`config.mk`:
```
export PLATFORM = sky130hd
export DESIGN_NAME = icache_flat
export DESIGN_NICKNAME = d
export VERILOG_FILES = /design/src/rtl/icache_if.sv /design/src/rtl/icache.sv /design/src/flat_wrapper.sv
export SDC_FILE = /design/constraint.sdc
export NUM_CORES = 1
export LEC_CHECK = 0
export BUFFER_PORTS_ARGS = -buffer_cell sky130_fd_sc_hd__buf_2
export CELL_PAD_IN_SITES_DETAIL_PLACEMENT = 0
export CELL_PAD_IN_SITES_GLOBAL_PLACEMENT = 1
export CORE_MARGIN = 2
export CORE_UTILIZATION = 58
export CTS_CLUSTER_SIZE = 28
export DETAILED_ROUTE_END_ITERATION = 8
export GPL_TIMING_DRIVEN = 0
export PLACE_DENSITY = 0.81
export SLEW_MARGIN = 20
export SYNTH_ARGS = -nofsm -noshare
export SYNTH_HDL_FRONTEND = slang
export SYNTH_SLANG_ARGS = --single-unit
```
`constraint.sdc`:
```
create_clock -name clk_in -period 15.14 [get_ports clk_in]
set_input_delay 4.542 -clock clk_in [delete_from_list [all_inputs] [get_ports clk_in]]
set_output_delay 4.542 -clock clk_in [all_outputs]
set_load 0.03 [all_outputs]
```
`src/rtl/icache_if.sv`:
```
// Fetch-side and memory-controller-side signals of the instruction cache.
// The slave modport is the cache; the master modport is the surrounding fetch stage and controller.
interface icache_if;
  logic        fetch_req_in;
  logic [31:0] pc_in;
  logic        flush_in;
  logic        ready_out;
  logic        inst_valid_out;
  logic [31:0] inst_out;
  logic [31:0] mem_addr_out;
  logic [31:0] mem_data_out;
  logic        mem_r_nw_out;
  logic [2:0]  mem_type_out;
  logic        mem_activate_out;
  logic [31:0] mem_data_in;
  logic        mem_avail_in;
  logic [1:0]  mem_src_in;
  logic        mem_block_in;

  modport slave (
    input  fetch_req_in, pc_in, flush_in,
    input  mem_data_in, mem_avail_in, mem_src_in, mem_block_in,
    output ready_out, inst_valid_out, inst_out,
    output mem_addr_out, mem_data_out, mem_r_nw_out, mem_type_out, mem_activate_out
  );

  modport master (
    output fetch_req_in, pc_in, flush_in,
    output mem_data_in, mem_avail_in, mem_src_in, mem_block_in,
    input  ready_out, inst_valid_out, inst_out,
    input  mem_addr_out, mem_data_out, mem_r_nw_out, mem_type_out, mem_activate_out
  );
endinterface

```
`src/rtl/icache.sv`:
```
// Direct-mapped instruction cache, one 32-bit word per line.
// Misses read a single word through the controller's icache port and fill the line.
module icache #(
  parameter int INDEX_BITS = 4
) (
  input  logic     clk_in,
  input  logic     rst_in,
  input  logic     rdy_in,
  icache_if.slave  bus
);
  localparam int LINES    = 1 << INDEX_BITS;
  localparam int TAG_BITS = 30 - INDEX_BITS;

  typedef enum logic [1:0] {IDLE, FETCH, KILL} state_t;

  state_t                state_q, state_d;
  logic [LINES-1:0]      valid_q, valid_d;
  logic [TAG_BITS-1:0]   tag_q  [LINES];
  logic [31:0]           data_q [LINES];
  logic                  inst_valid_q, inst_valid_d;
  logic [31:0]           inst_q, inst_d;
  logic                  act_q, act_d;
  logic [31:0]           addr_q, addr_d;

  logic                  fill_en;
  logic [INDEX_BITS-1:0] req_idx, fill_idx;
  logic [TAG_BITS-1:0]   req_tag, fill_tag;
  logic                  hit, done;
  logic                  unused_sigs;

  assign req_idx  = bus.pc_in[INDEX_BITS+1:2];
  assign req_tag  = bus.pc_in[31:INDEX_BITS+2];
  assign fill_idx = addr_q[INDEX_BITS+1:2];
  assign fill_tag = addr_q[31:INDEX_BITS+2];
  assign hit      = valid_q[req_idx] && (tag_q[req_idx] == req_tag);
  // Only a response tagged for the icache completes; LSB responses pass by.
  assign done     = bus.mem_avail_in && (bus.mem_src_in == 2'b10);

  assign unused_sigs = ^{bus.mem_block_in, bus.pc_in[1:0]};

  always_comb begin
    state_d      = state_q;
    valid_d      = valid_q;
    inst_valid_d = 1'b0;
    inst_d       = inst_q;
    act_d        = act_q;
    addr_d       = addr_q;
    fill_en      = 1'b0;
    unique case (state_q)
      IDLE: begin
        if (bus.fetch_req_in && !bus.flush_in) begin
          if (hit) begin
            inst_valid_d = 1'b1;
            inst_d       = data_q[req_idx];
          end else begin
            addr_d  = {bus.pc_in[31:2], 2'b00};
            act_d   = 1'b1;
            state_d = FETCH;
          end
        end
      end
      FETCH: begin
        if (done) begin
          fill_en = 1'b1;
          act_d   = 1'b0;
          state_d = IDLE;
          if (!bus.flush_in) begin
            inst_valid_d = 1'b1;
            inst_d       = bus.mem_data_in;
          end
        end else if (bus.flush_in) begin
          state_d = KILL;
        end
      end
      KILL: begin
        // The read may already be latched by the controller, so wait it out.
        if (done) begin
          fill_en = 1'b1;
          act_d   = 1'b0;
          state_d = IDLE;
        end
      end
      default: state_d = IDLE;
    endcase
    if (fill_en) begin
      valid_d[fill_idx] = 1'b1;
    end
  end

  always_ff @(posedge clk_in or negedge rst_in) begin
    if (!rst_in) begin
      state_q      <= IDLE;
      valid_q      <= '0;
      inst_valid_q <= 1'b0;
      inst_q       <= '0;
      act_q        <= 1'b0;
      addr_q       <= '0;
    end else if (rdy_in) begin
      state_q      <= state_d;
      valid_q      <= valid_d;
      inst_valid_q <= inst_valid_d;
      inst_q       <= inst_d;
      act_q        <= act_d;
      addr_q       <= addr_d;
    end
  end

  always_ff @(posedge clk_in) begin
    if (rdy_in && fill_en) begin
      tag_q[fill_idx]  <= fill_tag;
      data_q[fill_idx] <= bus.mem_data_in;
    end
  end

  assign bus.ready_out        = (state_q == IDLE);
  assign bus.inst_valid_out   = inst_valid_q;
  assign bus.inst_out         = inst_q;
  assign bus.mem_addr_out     = addr_q;
  assign bus.mem_data_out     = 32'h0;
  assign bus.mem_r_nw_out     = 1'b1;
  assign bus.mem_type_out     = 3'b000;
  assign bus.mem_activate_out = act_q;
endmodule

```
`src/flat_wrapper.sv`:
```
// flat-port wrapper written by rule: the top's interface ports become plain ports
module icache_flat 
#(
  parameter int INDEX_BITS = 4
)
  (clk_in, rst_in, rdy_in, bus_fetch_req_in, bus_pc_in, bus_flush_in, bus_mem_data_in, bus_mem_avail_in, bus_mem_src_in, bus_mem_block_in, bus_ready_out, bus_inst_valid_out, bus_inst_out, bus_mem_addr_out, bus_mem_data_out, bus_mem_r_nw_out, bus_mem_type_out, bus_mem_activate_out);
  icache_if bus_i ();
  input  logic clk_in;
  input  logic rst_in;
  input  logic rdy_in;
  input wire logic [$bits(bus_i.fetch_req_in)-1:0] bus_fetch_req_in;
  input wire logic [$bits(bus_i.pc_in)-1:0] bus_pc_in;
  input wire logic [$bits(bus_i.flush_in)-1:0] bus_flush_in;
  input wire logic [$bits(bus_i.mem_data_in)-1:0] bus_mem_data_in;
  input wire logic [$bits(bus_i.mem_avail_in)-1:0] bus_mem_avail_in;
  input wire logic [$bits(bus_i.mem_src_in)-1:0] bus_mem_src_in;
  input wire logic [$bits(bus_i.mem_block_in)-1:0] bus_mem_block_in;
  output wire logic [$bits(bus_i.ready_out)-1:0] bus_ready_out;
  output wire logic [$bits(bus_i.inst_valid_out)-1:0] bus_inst_valid_out;
  output wire logic [$bits(bus_i.inst_out)-1:0] bus_inst_out;
  output wire logic [$bits(bus_i.mem_addr_out)-1:0] bus_mem_addr_out;
  output wire logic [$bits(bus_i.mem_data_out)-1:0] bus_mem_data_out;
  output wire logic [$bits(bus_i.mem_r_nw_out)-1:0] bus_mem_r_nw_out;
  output wire logic [$bits(bus_i.mem_type_out)-1:0] bus_mem_type_out;
  output wire logic [$bits(bus_i.mem_activate_out)-1:0] bus_mem_activate_out;
  assign bus_i.fetch_req_in = bus_fetch_req_in;
  assign bus_i.pc_in = bus_pc_in;
  assign bus_i.flush_in = bus_flush_in;
  assign bus_i.mem_data_in = bus_mem_data_in;
  assign bus_i.mem_avail_in = bus_mem_avail_in;
  assign bus_i.mem_src_in = bus_mem_src_in;
  assign bus_i.mem_block_in = bus_mem_block_in;
  assign bus_ready_out = bus_i.ready_out;
  assign bus_inst_valid_out = bus_i.inst_valid_out;
  assign bus_inst_out = bus_i.inst_out;
  assign bus_mem_addr_out = bus_i.mem_addr_out;
  assign bus_mem_data_out = bus_i.mem_data_out;
  assign bus_mem_r_nw_out = bus_i.mem_r_nw_out;
  assign bus_mem_type_out = bus_i.mem_type_out;
  assign bus_mem_activate_out = bus_i.mem_activate_out;
  icache #(.INDEX_BITS(INDEX_BITS)) u_core (.clk_in(clk_in), .rst_in(rst_in), .rdy_in(rdy_in), .bus(bus_i));
endmodule
```
==> results.cfg, run 1 <==
[sta]
finalHoldViolCount = 0
slew_viol_final = 0
finalCritPeriodShare = 0.6027
timing.fmax_mhz = 109.6
tightestPinTransition_ns = 1.144
fin_crit_ns = 9.125
skew_ns = 0.02168
rsz0062_at_grt = false
slew_headroom = 0.2370
setup_viol = 0

[synthesis]
syn_area_per_cell_um2 = 21.66
synth.distinct_cells = 59
async_flop_share = 0.08119
synth_edf_count = 928
synth_area_um2 = 39770
yosys_warnings = 0
yosys_most_used_dff = edfxtp_1
synthCells = 1836
ys_seq_elements = 1010
ys_seq_area_frac = 0.7524

[place]
place_inst = 2961
place_hpwl_um = 63460
dpl_cell_area_um2 = 43020
port_buffers = 128
routabilityCongestion = 0.8958

[final_layout]
layoutNonFillerInstCount = 3146
fillers = 4274
stdcell_area_um2 = 46250
layout.nets = 2255
drive_gt1_frac = 0.3616
final_util = 0.6779
syn_to_final_growth_pct = 16.30

[clock_tree]
cts_resized = 0
clockBufferDepth = 3
cts_buffers = 98
post_cts_buffers = 0
cts_tree = yes
insertion_delay_ns = 0.66
ctsHoldBuffers = 0
root_buffer = clkbuf_16
clk_pin_slew_ns = 0.06
cts_num_sinks = 1010
ctsHtreeMaxLevel = 3

[floorplanning]
core_um2 = 68230
rows = 96
die_y_um = 265.8
die_x_um = 265.8
start_util = 0.5829
ios = 176
die_area_um2 = 70670

[global_routing]
grt-ovfl-total = 0
grtUsageTotal = 0.2846
grt_max_degree = 43
grt_pass1_vias = 20570
grt_pass1_wl_um = 141800
antenna_found_initial = 8

[drt]
vias = 20160
final_antenna_net_count = 0
drt_iter0_markers = 2502
vias_per_cell = 6.409
drc_errors = 0
drt_pass1_iterations = 6
drt-total-wl_um = 98880
wl_per_cell_um = 31.43

[setup_path]
r2r_setup_slack_ns = 11.12
crit_start = bus_pc_in[3]
rr_worst_depth = 10
path_class = primary input to flop
endpoint_kind = flop
arrival_ns = 9.66
r2r-start = u_core.tag_q[2][10]
critPathMaxFanout = 10
cp-start-kind = primary input
crit_path_end = u_core.bus.inst_out[3]
cp.required_ns = 15.68
reg2reg_to = u_core.bus.mem_addr_out[17]

[run]
drv_cap = 0

[pwr]
power_mw = 6.720
p_leak_nw = 15.90
power.density_nw_per_um2 = 145.3
irDropWorstVdd_uv = 114.6

[run_status]
status = completed

[worst_hold_path]
min_path_type = flop to flop
-- worst min path at each step --
stage / slack [ns] / cells past startpoint / startpoint / end
floorplan: 0.43 / 1 / u_core.valid_q[10] / u_core.valid_q[10]
global placement: 0.45 / 1 / u_core.valid_q[10] / u_core.valid_q[10]
detailed placement: 0.45 / 1 / u_core.valid_q[15] / u_core.valid_q[15]
CTS: 0.46 / 1 / u_core.valid_q[15] / u_core.valid_q[15]
global route: 0.48 / 1 / u_core.valid_q[15] / u_core.valid_q[15]
finish: 0.46 / 1 / u_core.valid_q[15] / u_core.valid_q[15]
-- report_power, final --
group | internal [mW] | total [mW] | leakage, nW | switching, mW
sequential | 3.32 | 3.53 | 9.42 | 0.213
clock | 1.43 | 2.44 | 1.56 | 1.02
combinational | 0.283 | 0.744 | 4.92 | 0.461
-- through the flow --
stage                     hold slack [ns]  setup TNS (ns)  setup slack [ns]
after floorplan                    0.4337               0             5.337
after global placement             0.4456         -116.40           -0.7945
after detailed placement           0.4502               0             5.325
after CTS                          0.4648               0             6.004
after global routing               0.4797               0             5.895
final                              0.4630               0             6.015
-- Yosys cell counts, types with 3 or more instances --
cell	number	area share
edfxtp_1	928	0.70
mux4_2	233	0.13
mux2_2	115	0.033
mux2i_1	85	0.021
dfrtp_1	82	0.052
buf_4	50	0.0094
clkbuf_1	29	0.0027
nor2_1	25	0.0024
nand2_1	23	0.0022
buf_2	21	0.0026
buf_1	20	0.0019
xor2_1	20	0.0044
or2_2	16	0.0025
o21ai_0	15	0.0019
a22oi_1	14	0.0026
a21oi_1	13	0.0016
nand3_1	12	0.0015
xnor2_1	12	0.0026
nor3_1	10	0.0013
o22ai_1	10	0.0016
inv_1	9	0.00085
nor2b_1	8	0.0013
nand2b_1	7	0.0011
a31oi_1	6	0.00094
buf_6	6	0.0017
a221oi_1	5	0.0011
a31o_2	5	0.0011
a221o_1	4	0.0010
a22o_1	4	0.00088
and3_1	4	0.00063
ha_1	3	0.00094
or3_1	3	0.00047
-- kinds of logic after synthesis --
group / count (synthesis) / synth area share
AO/OA/AOI/OAI: 98 / 0.01800
XOR/XNOR: 32 / 0.007048
adder cells (fa/ha/maj): 3 / 0.0009440
buffers and inverters: 137 / 0.01944
flip-flops: 1010 / 0.7524
multiplexers: 435 / 0.1865
other: 2 / 0.0001889
AND/OR/NAND/NOR: 119 / 0.01554
-- cells in the final DEF (no fill, tap or decap), types with 12 or more instances in the layout --
master,n
edfxtp_1,928
mux4_2,233
buf_2,150
mux2_2,115
clkbuf_16,100
mux2i_1,85
buf_4,83
dfrtp_1,82
clkbuf_1,67
conb_1,38
nand2_1,23
buf_12,22
xor2_1,20
buf_16,18
or2_2,16
o21ai_0,15
a22oi_1,14
nor2_1,13
buf_6,13
a21oi_1,13
nand3_1,12
nor2_4,12
xnor2_1,12
-- critical path, stage by stage --
cell	delay, ns
buf_2	0.17
buf_4	0.29
buf_2	0.33
buf_2	0.42
clkbuf_1	0.89
buf_1	0.71
buf_1	0.81
mux4_2	0.43
mux4_2	0.47
mux2_2	0.31
mux2_2	0.26
-- sequential cells by signal, indices dropped and copies added (netlist names) --
| name | count |
|---|---|
| u_core.bus.inst_out | 32 |
| u_core.bus.inst_valid_out | 1 |
| u_core.bus.mem_activate_out | 1 |
| u_core.bus.mem_addr_out | 30 |
| u_core.data_q | 512 |
| u_core.state_q | 2 |
| u_core.tag_q | 416 |
| u_core.valid_q | 16 |
-- final cells by class --
cell class	count	area, um2	share of cell area
clock buffers	149	2796	0.06046
flip-flops and latches	1010	29920	0.6469
plain buffers	126	743.2	0.01607
inverters	11	41.29	0.0008928
repair buffers	207	1898	0.04104
diodes	2	5.005	0.0001082
clock inverters	34	422.9	0.009144
multi-input cells	725	9320	0.2015
well taps	882	1104	0.02386
-- metal layers --
metal  track usage  share of wire  routed length [um]  vias up
li1              -              -                   -     8247
met1        0.3807           0.38               37730    10730
met2        0.4696           0.50               49870      948
met3       0.05758          0.077                7581      226
met4        0.1064          0.037                3631       10
met5             0        0.00064                  63        -
No activity file was read; power rests on OpenSTA's default activity.
==> run 2: changes to the inputs <==
--- a/config.mk
+++ b/config.mk
@@ -5,15 +5,16 @@
 export SDC_FILE = /design/constraint.sdc
 export NUM_CORES = 1
 export LEC_CHECK = 0
+export ABC_AREA = 1
 export BUFFER_PORTS_ARGS = -buffer_cell sky130_fd_sc_hd__buf_2
 export CELL_PAD_IN_SITES_DETAIL_PLACEMENT = 0
 export CELL_PAD_IN_SITES_GLOBAL_PLACEMENT = 1
 export CORE_MARGIN = 2
-export CORE_UTILIZATION = 58
+export CORE_UTILIZATION = 45
 export CTS_CLUSTER_SIZE = 28
 export DETAILED_ROUTE_END_ITERATION = 8
 export GPL_TIMING_DRIVEN = 0
-export PLACE_DENSITY = 0.81
+export PLACE_DENSITY = 0.72
 export SLEW_MARGIN = 20
 export SYNTH_ARGS = -nofsm -noshare
 export SYNTH_HDL_FRONTEND = slang
==> constraint.sdc (replaced) <==
create_clock -name clk_in -period 7.7 [get_ports clk_in]
set_input_delay 2.31 -clock clk_in [delete_from_list [all_inputs] [get_ports clk_in]]
set_output_delay 2.31 -clock clk_in [all_outputs]
set_load 0.03 [all_outputs]
==> results.cfg, run 2 <==
[final_layout]
layoutNonFillerInstCount = 5174
final_common_cell = edfxtp_1
layout_common_cells = edfxtp_1 (928), nand2_1 (782), nor2_1 (385), nand3_1 (346), o21ai_0 (337)
final_util = 0.5313
stdcell_area_um2 = 48700
drive_gt1_frac = 0.1251
antennaDiodeCount = 0
layout.nets = 3980
largest_register_ffs = 512
top_register = u_core.data_q
syn_to_final_growth_pct = 17.16
fillers = 7956

[setup_path]
endpoint_kind = flop
cp.required_ns = 8.21
critPathMaxFanout = 10
cp-start-kind = primary input
arrival_ns = 6.51
path_class = primary input to flop

[synthesis]
synthCells = 3574
synth_xor_xnor_area_share = 0
synth_top_family_by_area = simple AND/OR/NAND/NOR gates
async_flop_share = 0.08119
synth_area_um2 = 41570
yosysTopAreaCellShare = 0.6704
synth-simple-area-share = 0.1525
synth_edf_count = 928
post-synth-top-area-cell = edfxtp_1
synth_compound_area_frac = 0.07715
yosys_most_used_dff = edfxtp_1
synthMuxAreaShare = 0
synth_fa_ha_area_frac = 0.0009030
ys_seq_area_frac = 0.7197
synth_top_cells_by_area = edfxtp_1 (67%), nand2_1 (7.1%), dfrtp_1 (4.9%)
synth.distinct_cells = 31
syn_area_per_cell_um2 = 11.63
ys_top_cells_by_count = edfxtp_1 (928), nand2_1 (782), nor2_1 (401), nand3_1 (346), o21ai_0 (337)
yosys_warnings = 0
ys_seq_elements = 1010
yosysMostFrequentCell = edfxtp_1

[pwr]
p_leak_nw = 18.39
power.density_nw_per_um2 = 285.5
irDropWorstVdd_uv = 185.2

[floorplanning]
start_util = 0.4535
die_x_um = 307.9
ios = 176
core_um2 = 91660
rows = 111
die_y_um = 307.9
die_area_um2 = 94820

[clock_tree]
cts_resized = 0
cts_num_sinks = 1010
post_cts_buffers = 0
ctsHoldBuffers = 0
clockBufferDepth = 3
clk_pin_slew_ns = 0.06
cts_buffers = 103
insertion_delay_ns = 0.69
root_buffer = clkbuf_16
ctsHtreeMaxLevel = 3
cts_tree = yes

[drt]
drt_pass1_iterations = 6
wl_per_cell_um = 27.03
vias_per_cell = 5.715
drt_iter0_markers = 3668
drc_errors = 0
vias = 29570
final_antenna_net_count = 0
drt-total-wl_um = 139800

[place]
dp_slack_ns = 1.180
dpl_cell_area_um2 = 45350
routabilityCongestion = 0.8865
port_buffers = 131
place_inst = 4985
place_hpwl_um = 90970

[global_routing]
grtUsageMet1 = 0.3986
met2_usage = 0.4773
antenna_found_initial = 2
grt_pass1_vias = 28070
grt-ovfl-total = 0
met3_usage = 0.05243
grtUsageTotal = 0.2943
grt_busiest_layer = met2
grt_max_degree = 62
grt_pass1_wl_um = 198300

[worst_hold_path]
min_path_type = flop to flop

[sta]
setup_viol = 0
timing.fmax_mhz = 166.5
slew_headroom = 0.1838
fin_crit_ns = 6.007
skew_ns = 0.03086
finalCritPeriodShare = 0.7802
finalHoldViolCount = 0
rsz0062_at_grt = false
slew_viol_final = 0
tightestPinTransition_ns = 1.224
setup_slack_ns = 1.693

[run]
drv_cap = 0

[run_status]
status = completed
[run 2: changes by cell type in the layout (fill, tap and decap cells not counted), sizes merged, moves of 106 or more]
cell    change
o21ai     +333
mux2      -117
nor2      +376
nand2     +761
inv       +199
mux4      -233
nand3     +334
o221ai    +106
[run 2: final timing paths]
path,from,end,slack [ns],cells past startpoint
worst max-delay path,bus_pc_in[5],u_core.bus.mem_addr_out[22],1.69,13
worst min-delay path,u_core.valid_q[12],u_core.valid_q[12],0.46,2
worst max register to register,u_core.state_q[0],u_core.data_q[2][25],3.90,9
worst min register to register,u_core.valid_q[12],u_core.valid_q[12],0.46,2
max in group asynchronous,rst_in,u_core.bus.inst_out[13],5.45,2
min in group asynchronous,rst_in,u_core.bus.mem_addr_out[15],1.52,1
[run 2: per-stage QoR]
| step | hold WS (ns) | setup TNS [ns] | power (mW) |
|---|---|---|---|
| after floorplan | 0.4274 | 0 | 7.981 |
| after global placement | 0.4355 | -2631.48 | 8.906 |
| after detailed placement | 0.4481 | 0 | 8.971 |
| after CTS | 0.4617 | 0 | 13.90 |
| after global routing | 0.4782 | 0 | 14.32 |
| final | 0.4606 | 0 | 13.90 |
[run 2: kinds of logic after synthesis]
group                    Yosys count
buffers and inverters            468
AO/OA/AOI/OAI                    537
other                              2
AND/OR/NAND/NOR                 1554
flip-flops                      1010
adder cells (fa/ha/maj)            3
[run 2: final cells by class]
class / count / area [um2] / share of cell area
Multi-Input combinational cell: 2132 / 9846 / 0.2022
Clock buffer: 143 / 2821 / 0.05793
Clock inverter: 46 / 531.8 / 0.01092
Tap cell: 1186 / 1484 / 0.03047
Buffer: 256 / 1265 / 0.02597
Inverter: 212 / 795.8 / 0.01634
Timing Repair Buffer: 189 / 2041 / 0.04190
Sequential cell: 1010 / 29920 / 0.6143
[run 2: report_power, final]
| part | internal (mW) | switching (mW) | leakage, nW |
|---|---|---|---|
| Sequential | 6.50 | 0.443 | 9.35 |
| Clock | 2.90 | 2.11 | 1.63 |
| Combinational | 0.467 | 1.48 | 7.41 |
| Total | 9.87 | 4.04 | 18.4 |
[run 2: worst max-delay path, stage by stage]
cell	delay, ns
clkbuf_1	0.37
inv_1	0.51
buf_1	0.85
nand3_1	0.20
nand3_1	0.28
nand4_1	0.20
nor2_1	0.18
nand2_1	0.07
nor2_1	0.11
nand2_1	0.21
nand3_1	0.31
clkbuf_1	0.69
o21ai_0	0.20
[run 2: routing by layer]
layer	part of all wire	routed length (um)	vias up
met2	0.47	66120	1548
li1	-	-	13170
met3	0.092	12930	252
met4	0.036	4998	4
met5	0.00020	28	-
met1	0.40	55760	14600
